===== src/rtl/instr_prefetch_unit.sv =====
// Instruction prefetch unit: fetches 32-bit words over a req/ack memory port,
// buffers {word, pc} pairs in a small FIFO and serves them over valid/ready.
// A redirect flushes the FIFO and restarts fetching at the new target. A
// response that is still in flight when the redirect arrives is discarded.
module instr_prefetch_unit #(
  parameter int                 ADDR_W   = 64,
  parameter int                 DEPTH    = 4,
  parameter logic [ADDR_W-1:0]  RESET_PC = '0
) (
  input  logic              clk,
  input  logic              reset,
  output logic              imem_req,
  output logic [ADDR_W-1:0] imem_addr,
  input  logic              imem_ack,
  input  logic [31:0]       imem_rdata,
  output logic              instr_valid,
  output logic [31:0]       instruction,
  output logic [ADDR_W-1:0] instr_pc,
  input  logic              instr_ready,
  input  logic              redirect,
  input  logic [ADDR_W-1:0] redirect_pc
);

  localparam int PTR_W = $clog2(DEPTH);
  localparam int CNT_W = PTR_W + 1;

  typedef enum logic [1:0] {
    IDLE = 2'd0,  // nothing outstanding
    WAIT = 2'd1,  // outstanding, response will be kept
    DROP = 2'd2   // outstanding, response will be discarded
  } state_t;

  state_t              state_q, state_d;
  logic [ADDR_W-1:0]   fetch_pc_q, fetch_pc_d;
  logic [ADDR_W-1:0]   drop_addr_q, drop_addr_d;
  logic [PTR_W-1:0]    head_q, head_d;
  logic [PTR_W-1:0]    tail_q, tail_d;
  logic [CNT_W-1:0]    count_q, count_d;
  logic                push;
  logic                pop;

  // FIFO storage; no reset needed because count gates every read.
  logic [31:0]         word_mem [DEPTH];
  logic [ADDR_W-1:0]   pc_mem   [DEPTH];

  assign instr_valid = (count_q != '0);
  assign instruction = instr_valid ? word_mem[head_q] : 32'h0;
  assign instr_pc    = instr_valid ? pc_mem[head_q]   : '0;
  assign imem_req    = (state_q != IDLE);

  // Address shown to memory: the dropped request keeps its original address.
  always_comb begin
    imem_addr = '0;
    case (state_q)
      WAIT:    imem_addr = fetch_pc_q;
      DROP:    imem_addr = drop_addr_q;
      default: imem_addr = '0;
    endcase
  end

  // Next-state logic: redirect flushes everything and overrides push/pop.
  always_comb begin
    state_d     = state_q;
    fetch_pc_d  = fetch_pc_q;
    drop_addr_d = drop_addr_q;
    head_d      = head_q;
    tail_d      = tail_q;
    count_d     = count_q;
    push        = 1'b0;
    pop         = 1'b0;

    if (redirect) begin
      head_d     = '0;
      tail_d     = '0;
      count_d    = '0;
      fetch_pc_d = redirect_pc;
      case (state_q)
        WAIT: begin
          if (imem_ack) begin
            state_d = IDLE;
          end else begin
            // Hold the old address on the bus until memory answers.
            state_d     = DROP;
            drop_addr_d = fetch_pc_q;
          end
        end
        DROP:    if (imem_ack) state_d = IDLE;
        default: state_d = IDLE;
      endcase
    end else begin
      pop  = instr_valid && instr_ready;
      push = (state_q == WAIT) && imem_ack;
      if (pop) head_d = head_q + PTR_W'(1);
      if (push) begin
        tail_d     = tail_q + PTR_W'(1);
        fetch_pc_d = fetch_pc_q + ADDR_W'(4);
      end
      count_d = count_q + CNT_W'(push) - CNT_W'(pop);
      case (state_q)
        IDLE:    if (count_q < CNT_W'(DEPTH)) state_d = WAIT;
        WAIT:    if (imem_ack) state_d = (count_d < CNT_W'(DEPTH)) ? WAIT : IDLE;
        DROP:    if (imem_ack) state_d = IDLE;
        default: state_d = IDLE;
      endcase
    end
  end

  // Control state registers with asynchronous reset.
  always_ff @(posedge clk or posedge reset) begin
    if (reset) begin
      state_q     <= IDLE;
      fetch_pc_q  <= RESET_PC;
      drop_addr_q <= '0;
      head_q      <= '0;
      tail_q      <= '0;
      count_q     <= '0;
    end else begin
      state_q     <= state_d;
      fetch_pc_q  <= fetch_pc_d;
      drop_addr_q <= drop_addr_d;
      head_q      <= head_d;
      tail_q      <= tail_d;
      count_q     <= count_d;
    end
  end

  // Write the accepted memory word and its PC at the tail.
  always_ff @(posedge clk) begin
    if (push) begin
      word_mem[tail_q] <= imem_rdata;
      pc_mem[tail_q]   <= fetch_pc_q;
    end
  end

endmodule


===== config.mk =====
export PLATFORM = sky130hd
export DESIGN_NAME = instr_prefetch_unit
export DESIGN_NICKNAME = d
export VERILOG_FILES = /design/src/rtl/instr_prefetch_unit.sv
export SDC_FILE = /design/constraint.sdc
export NUM_CORES = 1
export LEC_CHECK = 0
export CELL_PAD_IN_SITES_DETAIL_PLACEMENT = 1
export CELL_PAD_IN_SITES_GLOBAL_PLACEMENT = 1
export CORE_MARGIN = 1
export CORE_UTILIZATION = 40
export CTS_CLUSTER_DIAMETER = 120
export DETAILED_ROUTE_END_ITERATION = 8
export PLACE_DENSITY_LB_ADDON = 0.12
export SYNTH_ARGS = -nofsm -noshare
export SYNTH_HDL_FRONTEND = slang
export SYNTH_SLANG_ARGS = --single-unit

===== constraint.sdc =====
create_clock -name clk -period 17.3 [get_ports clk]
set_input_delay 4.325 -clock clk [delete_from_list [all_inputs] [get_ports clk]]
set_output_delay 4.325 -clock clk [all_outputs]
set_load 0.01 [all_outputs]

# After elaboration in Yosys (flattened, before gate mapping)
# Memories as Yosys holds them, arrays and structs flattened.
# Index checks and enable logic that the tools add are counted.
op_classes:
  add_sub_neg: 5
  magnitude_cmp: 2
  eq_ne: 4
  n_mux: 21
  bitwise: 1
  reduce_logical: 9
ops:
  columns: ["op", "count"]
  rows:
  - ["2-to-1 mux 64 bit", 3]
  - ["one-hot mux 64 bit (2 select lines)", 1]
  - ["adder 64 x 3 -> 64 bit (second input constant)", 1]
  - ["2-to-1 mux 32 bit", 1]
  - ["2-to-1 mux 2 bit", 9]
  - ["< comparator 3 bit (second input constant)", 2]
  - ["inequality test 3 bit (second input constant)", 2]
  - ["one-hot mux 2 bit (3 select lines)", 1]
  - ["nonzero test 2 bit", 3]
  - ["adder 2 x 1 -> 2 bit (second input constant)", 2]
  - ["2-to-1 mux 1 bit", 4]
  - ["one-hot mux 2 bit (2 select lines)", 1]
  - ["adder 3 x 1 -> 3 bit", 1]
  - ["2-to-1 mux 3 bit", 1]
  - ["AND reduction 3 bit", 1]
  - ["nonzero test 3 bit", 1]
  - ["subtractor 3 x 1 -> 3 bit", 1]
  - ["equality test 2 x 1 -> 1 bit (second input constant)", 1]
  - ["equality test 2 bit (second input constant)", 1]
  - ["logical AND 1 bit", 2]
  - ["zero test 2 bit", 1]
  - ["AND reduction 2 bit", 1]
  - ["inverter 1 bit", 1]
word_totals:
  reg_bits: 137
  ramBits: 384
  in_bits: 101
  output_inout_bits: 162
  wordCells: 50
  memories: 2
mem_list:
  columns: ["memory", "words", "word_bits", "rd", "rd_ports_with_merged_regs", "wr", "line", "rtl"]
  rows:
  - ["pc_mem", 4, 64, 1, 0, 1, "44", "logic [ADDR_W-1:0] pc_mem [DEPTH];"]
  - ["word_mem", 4, 32, 1, 0, 1, "43", "logic [31:0] word_mem [DEPTH];"]

# Longest topological paths before layout
# Gate-level depths: netlist of the first run.
logic_depth:
  ltp_word: 9
  ltp_mapped: 14
  ltp_nobuf: 12

# Least setup slack after synthesis of the first run
# OpenSTA, ideal clock, no wires.
synth_timing:
  kind: "input to register"
  from: "input redirect"
  to: "memory pc_mem[1][0] (enable)"
  setup_time_ns: 0.688
  t_arrival_ns: 11.952
  required_time_ns: 16.612
  path_slack_ns: 4.660
  cell_stages: 4
  n_path_buf: 3
  path_cell_list: "clkbuf_1 > buf_1 > clkbuf_1 > nor3b_1"
synth_via:
  elab_chain_len: 3
synth_lines:
  columns: ["element", "line", "rtl"]
  rows:
  - ["start, declared", "20", "input logic redirect,"]
  - ["2-to-1 mux 1 bit", "72", "if (redirect) begin"]
  - ["2-to-1 mux 1 bit", "129", "if (push) begin"]
  - ["2-to-1 mux 1 bit (implied by the code)", "131", "pc_mem[tail_q] <= fetch_pc_q;"]
  - ["end, declared", "44", null]
# Every way passes these cells.

# Worst setup path in the final report of the first run
layout_timing:
  from: "register head_q[1]"
  to: "output instr_pc[25]"
layout_via:
  elab_chain_len: 2
layout_lines:
  columns: ["element", "line", "rtl"]
  rows:
  - ["start, declared", "36", "logic [PTR_W-1:0] head_q, head_d;"]
  - ["start signal, assigned", "114", "head_q <= '0;"]
  - ["start signal, assigned", "121", "head_q <= head_d;"]
  - ["memory read (4 x 64 bit)", null, null]
  - ["2-to-1 mux 64 bit", "48", "assign instr_pc = instr_valid ? pc_mem[head_q] : '0;"]
  - ["end, declared", "18", "output logic [ADDR_W-1:0] instr_pc,"]
# Every way passes these cells.

==> metrics.txt, run 1 <==
status completed; Worst EP arrival 3510 ps; Max Root-Sink Buffers 3; Avg WL per Cell 24.1 um; Hold Path Depth 2; die height 238 um; share of layout cells above drive strength 1 17.0%; cell accounting for the most synthesized area edfxtp_1; prevailing post-synth register cell edfxtp_1; worst-margin pin slew 1170 ps; worst clock skew 20.0 ps; CP max stage cell dfrtp_4; hold_buf cts 0; RR Startpoint state_q[1]; Crit. End Element output pin; post-layout util 50.5%; Post-synth EDFFs 384; via count 13307; r2r endpoint state_q[0]; Final ANT Viol Nets 0; Pleak 9.17 nW; part of the cycle the worst path needs 45.3%; Num CTS Buffers 56; final hold vios 0; Yosys top cell area share 51.9%; end point of the critical path instr_pc[25]; Peak supply drop 82.8 uV; worst r2r path cells 12; Commonest cells post-synth edfxtp_1, dfrtp_1, and2_1; Nets 1784; Setup Buffers After CTS 0; Cell Pwr Density 140 nW/um^2; vias in the first global route 14219; die area 56400 um^2; mean post-synth cell area 15.6 um^2; Worst Setup Start Kind register; Mapped Cells 1422; first-pass GRT wire length 90.1 mm; Final HPWL DP 36.5 mm; DR iter-0 viols 690; CTS resizes 0; FFs w/ async S/R, synth 26.3%; row cnt 85; pre-CTS setup slack 9980 ps; grt total ovfl 0; Crit Path Category register to output pin; TritonRoute pass-1 iters 5; clock slew at reported path FFs 60 ps; post-route setup slack 9460 ps; Hold Crit Start drop_addr_q[36]; min Tclk post-route 7840 ps; total core area 54300 um^2; Yosys warnings 0; port buffer count 262; largest net degree at the start of global routing 99; Final Max Slew Viols 0; RSZ-0062 raised after global routing false; TritonCTS clock tree yes; initial antenna violation count 2; final setup TNS 0 ps; Post-Synthesis Cell Area 22200 um^2; largest fanout on the critical path 55; Critical Path Max Stage Delay 860 ps; Top Ports 263; CP Cell Sequence buf_4 > mux4_2 > and2_1 > clkdlybuf4s50_1; top cells by area, synth edfxtp_1, dfrtp_1, mux4_2, mux2_2, and2_1; Hold Crit Class register to register; Synth Register Bits 521; Seq/Total Area, Yosys 67.4%; WP data required 12980 ps; GR Util All Layers 21.3%; Clk Latency, worst-skew pair 610 ps; Yosys cell types 50; Placer Congestion 0.748; crit path from head_q[1]; critical path's top delay family buffers and inverters; clk sink count 521; final setup violation count 0; syn nets 1535; initial core utilization 40.8%; Max-Cap Viols 0; Vias/cell 5.41; P&R area growth vs syn 23.7%; die span in x 238 um; Crit path buffers/inverters 2; Fmax 128 MHz; R2R Setup Slk 13440 ps; most frequent cell after synthesis edfxtp_1; WL final 59.2 mm; Root Buffer clkbuf_16; drc violations 0; relative slew slack 21.7%; cell depth of the worst setup path 4; H-tree depth 2
logic make-up (layout without fill, tap and decap cells):
logic type | after synthesis | after routing | share of synthesized area, %
buffers and inverters | 111 | 407 | 1.95
adder cells (fa/ha/maj) | 12 | 12 | 0.710
flip-flops | 521 | 521 | 67.4
AND/OR/NAND/NOR | 418 | 418 | 10.7
AO/OA/AOI/OAI | 158 | 158 | 4.63
other | 0 | 1 | 0
multiplexers | 161 | 161 | 13.0
XOR/XNOR | 41 | 41 | 1.62
how the worst min path moves through the flow:
stage	to	slack, ps
floorplan	drop_addr_q[36]	450
global placement	drop_addr_q[54]	460
detailed placement	drop_addr_q[39]	480
CTS	drop_addr_q[36]	500
global route	drop_addr_q[54]	510
finish	drop_addr_q[36]	500
area by class of cell:
type	instances	area (um^2)
antenna	1	2.50
sequential	521	15000
fill	5218	26900
inverter	19	76.3
clock inverter	32	293
timing repair buffer	283	2780
clock buffer	73	1560
tap	739	925
multi-input combinational	790	6860
report_power, final:
| part | total [mW] | switching (mW) | internal, mW | leakage, nW |
|---|---|---|---|---|
| clock | 1.20 | 0.497 | 0.707 | 0.909 |
| sequential | 1.60 | 0.118 | 1.48 | 5.10 |
| combinational | 1.05 | 0.482 | 0.569 | 3.17 |
flip-flops by register name (all words and copies together), names as in the netlist:
signal / flops
drop_addr_q: 64
tail_q: 2
pc_mem: 256
fetch_pc_q: 64
head_q: 2
state_q: 2
count_q: 3
word_mem: 128
placed cells by master (no fill, tap or decap), drive strengths merged, types with 7 or more instances in the layout:
cell             n
a22oi           67
a31oi           19
and2           100
buf             22
clkbuf          73
clkdlybuf4s50  261
clkinv          21
dfrtp          137
edfxtp         384
ha              11
inv             22
mux2            61
mux4            96
nand2           84
nand3           32
nand4           32
nor2            39
nor2b           69
nor3             7
nor4            11
o21ai           55
or3             13
or4             10
xnor2           11
xor2            30
stage by stage:
| step | hold slack [ps] | power (mW) | instances | area [um^2] |
|---|---|---|---|---|
| 5_1_grt | 513 | 4.03 | 2457 | 27500 |
| 2_1_floorplan | 450 | 2.19 | 1422 | 22200 |
| 3_3_place_gp | 462 | 2.67 | 2352 | 25600 |
| 3_5_place_dp | 478 | 2.70 | 2352 | 25600 |
| 6_report | 497 | 3.85 | 2458 | 27500 |
| 4_1_cts | 497 | 3.91 | 2457 | 27500 |
worst min-delay path: cells and delay by family (launching register included):
family	cells	cell delay, ps
flops	1	350
simple gates	1	50
compound gates	1	60
per-layer routing:
layer  GRT usage, %  up-vias  share of wire [%]
li1               -     5941                  -
met1           28.6     6998                 44
met2           36.1      291                 50
met3           3.62       75                4.2
met4           5.00        2                1.8
met5              0        -              0.019
(Power assumes the default switching activity.)
==> run 2, diff against run 1 <==
clock period = 6.8 ns   (was 17.3 ns; I/O delays follow)
==> metrics.txt, run 2 (synthesized netlist as in run 1, its figures left out) <==
status completed; Max Root-Sink Buffers 3; Peak supply drop 248 uV; Nets 1786; share of layout cells above drive strength 1 16.9%; Avg WL per Cell 24.4 um; Power, Total 9.78 mW; Cell Pwr Density 356 nW/um^2; Hold Crit Start drop_addr_q[39]; initial antenna violation count 2; Max-Cap Viols 0; Clk Latency, worst-skew pair 610 ps; die height 238 um; die span in x 238 um; port buffer count 262; first-pass GRT wire length 90.9 mm; R2R Setup Slk 2980 ps; worst r2r path cells 12; largest fanout on the critical path 34; hold_buf cts 0; Top Ports 263; clk sink count 521; most frequent cells in the layout edfxtp_1, clkdlybuf4s50_1, dfrtp_1; worst-margin pin slew 1200 ps; Antenna Cells 0; Hold Crit Class register to register; via count 13355; Crit. End Element output pin; r2r endpoint state_q[0]; largest net degree at the start of global routing 99; Vias/cell 5.43; final hold vios 0; Finished Layout Cells 2458; Num CTS Buffers 56; top flop regs pc_mem (256), word_mem (128); P&R area growth vs syn 23.7%; H-tree depth 2; grt total ovfl 0; Crit Path Category register to output pin; CTS resizes 0; Worst EP arrival 3430 ps; TritonRoute pass-1 iters 5; TritonCTS clock tree yes; die area 56400 um^2; worst clock skew 23.5 ps; Setup Buffers After CTS 0; DR iter-0 viols 867; clock slew at reported path FFs 60 ps; Hold Path Depth 2; final setup violation count 0; drc violations 0; min Tclk post-route 5130 ps; Final HPWL DP 37.1 mm; GR Util All Layers 21.5%; Root Buffer clkbuf_16; vias in the first global route 14221; final setup TNS 0 ps; Final Max Slew Viols 0; Fillers 5206; Largest Register pc_mem; most common cell after layout, fill and taps aside edfxtp_1; WL final 59.9 mm; row cnt 85; crit path from state_q[0]; initial core utilization 40.8%; RSZ-0062 raised after global routing false; max reg flops 256; RR Startpoint state_q[1]; Pleak 9.17 nW; WP data required 5100 ps; dpl cells 2354; pre-CTS setup slack 2210 ps; hold path endpoint drop_addr_q[39]; Fin Hold WS 484 ps; post-route setup slack 1670 ps; Final ANT Viol Nets 0; relative slew slack 20.3%; Worst Setup Start Kind register; Fmax 195 MHz; total core area 54300 um^2; Placer Congestion 0.740; part of the cycle the worst path needs 75.4%
-- run 2: how the worst max path moves through the flow --
stage / endpoint / slack (ps) / cells past startpoint
floorplan: pc_mem[0][0] / -3200 / 4
global placement: instr_pc[51] / 2230 / 4
detailed placement: state_q[0] / 2210 / 11
CTS: instr_pc[44] / 1560 / 4
global route: instr_pc[61] / 1460 / 4
finish: imem_addr[25] / 1670 / 6
-- run 2: critical path: stages, from the launching register on --
cell             delay [ps]
dfrtp_1                 440
inv_1                   110
ha_2                    700
buf_4                   530
a22oi_1                 160
nor2b_1                 270
clkdlybuf4s50_1         590
-- run 2: cell type report --
cell class              count  area, um^2  share of cell area (%)
clock buffers              85        1640                    5.98
clock inverters            19         181                   0.661
inverters                  19        76.3                   0.278
multi-input cells         790        6860                    25.0
flip-flops and latches    521       15000                    54.5
well taps                 739         925                    3.37
repair buffers            285        2810                    10.2
-- run 2: layer usage --
layer | vias to the layer above | track usage [%] | wire length (um)
li1 | 5952 | - | -
met4 | 4 | 4.95 | 1060
met2 | 300 | 35.7 | 29300
met1 | 7029 | 29.5 | 26900
met5 | - | 0 | 24
met3 | 70 | 3.90 | 2660
-- run 2: through the flow --
step | area (um^2) | util (%)
floorplan | 22200 | -
global placement | 25600 | 47.2
detailed placement | 25600 | 47.2
CTS | 27500 | 50.5
global route | 27500 | 50.5
finish | 27500 | 50.5
-- run 2: power by group --
| group | total [mW] | switching, mW | internal (mW) |
|---|---|---|---|
| Clock | 3.02 | 1.24 | 1.77 |
| Sequential | 4.10 | 0.344 | 3.76 |
| Combinational | 2.66 | 1.20 | 1.46 |
| Total | 9.78 | 2.79 | 6.99 |
==> run 3, diff against run 2 <==
clock period = 4.8 ns   (was 6.8 ns; I/O delays follow)
==> metrics.txt, run 3 (synthesized netlist as in run 1, its figures left out) <==
Max Root-Sink Buffers 3; CP Cell Sequence inv_1 > ha_2 > buf_4 > nor2b_1 > clkdlybuf4s50_1; Finished Layout Cells 2467; Final ANT Viol Nets 0; clock share of power 31.2%; Final HPWL DP 38.5 mm; Multi-input gate area 6880 um^2; finished layout cell area 27700 um^2; final setup TNS 0 ps; Fillers 5235; most frequent cells in the layout edfxtp_1, clkdlybuf4s50_1, dfrtp_1; TritonRoute pass-1 iters 4; TritonCTS clock tree yes; Root Buffer clkbuf_16; min Tclk post-route 4250 ps; worst clock skew 18.3 ps; largest fanout on the critical path 29; Top Ports 263; relative slew slack 24.8%; Sequential Power Share 40.8%; most common cell after layout, fill and taps aside edfxtp_1; die span in x 238 um; largest net degree at the start of global routing 81; vias in the first global route 14644; dpl cells 2365; first-pass GRT wire length 92.8 mm; initial core utilization 40.8%; combinational share of power 28.0%; Worst Setup Start Kind register; Fin Hold WS 489 ps; Sequential Area 15000 um^2; Nets 1796; final hold vios 0; Largest Register pc_mem; Pleak 9.29 nW; P&R area growth vs syn 24.7%; top flop regs pc_mem (256), word_mem (128); clock slew at reported path FFs 60 ps; Crit path buffers/inverters 3; Clk Latency, worst-skew pair 600 ps; Avg WL per Cell 24.8 um; CTS resizes 0; Peak supply drop 274 uV; Crit Path Category register to output pin; Max-Cap Viols 0; Final Max Slew Viols 0; worst-margin pin slew 1130 ps; placed instance area 25800 um^2; grt total ovfl 0; Fmax 235 MHz; hold_buf cts 0; part of the cycle the worst path needs 88.6%; worst r2r path cells 11; Crit. End Element output pin; Sw Ratio 28.1%; Placer Congestion 0.800; die height 238 um; Worst EP arrival 3050 ps; critical path's top delay family buffers and inverters; Critical Path Max Stage Delay 780 ps; Switching Power 3.95 mW; drc violations 0; port buffer count 262; DR iter-0 viols 637; die area 56400 um^2; WP data required 3600 ps; final setup violation count 0; H-tree depth 2; cell depth of the worst setup path 5; status completed; WL final 61.2 mm; Hold Path Depth 2; Hold Crit Class register to register; initial antenna violation count 2; via count 13459; CP max stage cell ha_2; Num CTS Buffers 55; internal power 10.1 mW; Vias/cell 5.46; clk sink count 521; Cell Pwr Density 507 nW/um^2; RSZ-0062 raised after global routing false; row cnt 85; GR Util All Layers 22.1%; max reg flops 256; Setup Buffers After CTS 0; share of layout cells above drive strength 1 17.3%; total core area 54300 um^2
run 3: cell count changes in the layout (fill, tap and decap cells not counted), sizes merged:
| cell | previous run | this run |
|---|---|---|
| clkbuf | 85 | 74 |
| bufinv | 3 | 8 |
| clkinvlp | 2 | 1 |
| diode | 0 | 1 |
| inv | 21 | 18 |
| buf | 24 | 35 |
| clkinv | 12 | 19 |
run 3: worst paths after layout:
| check | start | endpoint | slack (ps) |
|---|---|---|---|
| worst min-delay path | drop_addr_q[27] | drop_addr_q[27] | 490 |
| worst max register to register | count_q[1] | state_q[0] | 1550 |
| min in group asynchronous | reset | fetch_pc_q[44] | 1030 |
| worst min register to register | drop_addr_q[27] | drop_addr_q[27] | 490 |
| max in group asynchronous | reset | head_q[1] | 2860 |
| worst max-delay path | state_q[0] | imem_addr[39] | 550 |
run 3: final cells by class:
cell class	instances	share of cell area [%]
repair buffers	296	10.7
multi-input cells	790	24.9
clock inverters	27	1.19
diodes	1	0.00904
clock buffers	74	5.53
flip-flops and latches	521	54.1
well taps	739	3.34
inverters	19	0.271
run 3: per-layer routing:
metal,GRT usage (%),vias to the layer above,share of wire [%]
met5,0,-,0.021
met4,8.07,2,3.2
met3,3.17,103,3.8
met2,37.1,313,50
met1,29.2,7076,43
li1,-,5965,-
run 3: worst register-to-register path, stage by stage, from the launching register on:
cell and delay [ps]:
dfrtp_1 430, or3_4 770, and2_1 390, ha_1 300
inv_1 60, ha_1 130, inv_1 50, fa_1 380
xor2_1 160, xnor2_1 200, a21oi_1 90, o21ai_0 200
run 3: power by group through the flow:
stage / combinational, mW / clock (mW) / sequential, mW
2_1_floorplan: 2.27 / 0 / 5.62
3_3_place_gp: 3.99 / 0 / 5.80
3_5_place_dp: 4.02 / 0 / 5.83
4_1_cts: 4.04 / 4.50 / 5.74
5_1_grt: 4.24 / 4.64 / 5.81
6_report: 3.93 / 4.38 / 5.74
run 3: stage by stage:
stage / util (%) / worst slack [ps] / total power [mW]
after floorplan: - / -1280 / 7.89
after global placement: 47.5 / 1100 / 9.79
after detailed placement: 47.5 / 978 / 9.85
after CTS: 50.9 / 454 / 14.3
after global routing: 50.9 / 350 / 14.7
final: 50.9 / 548 / 14.0
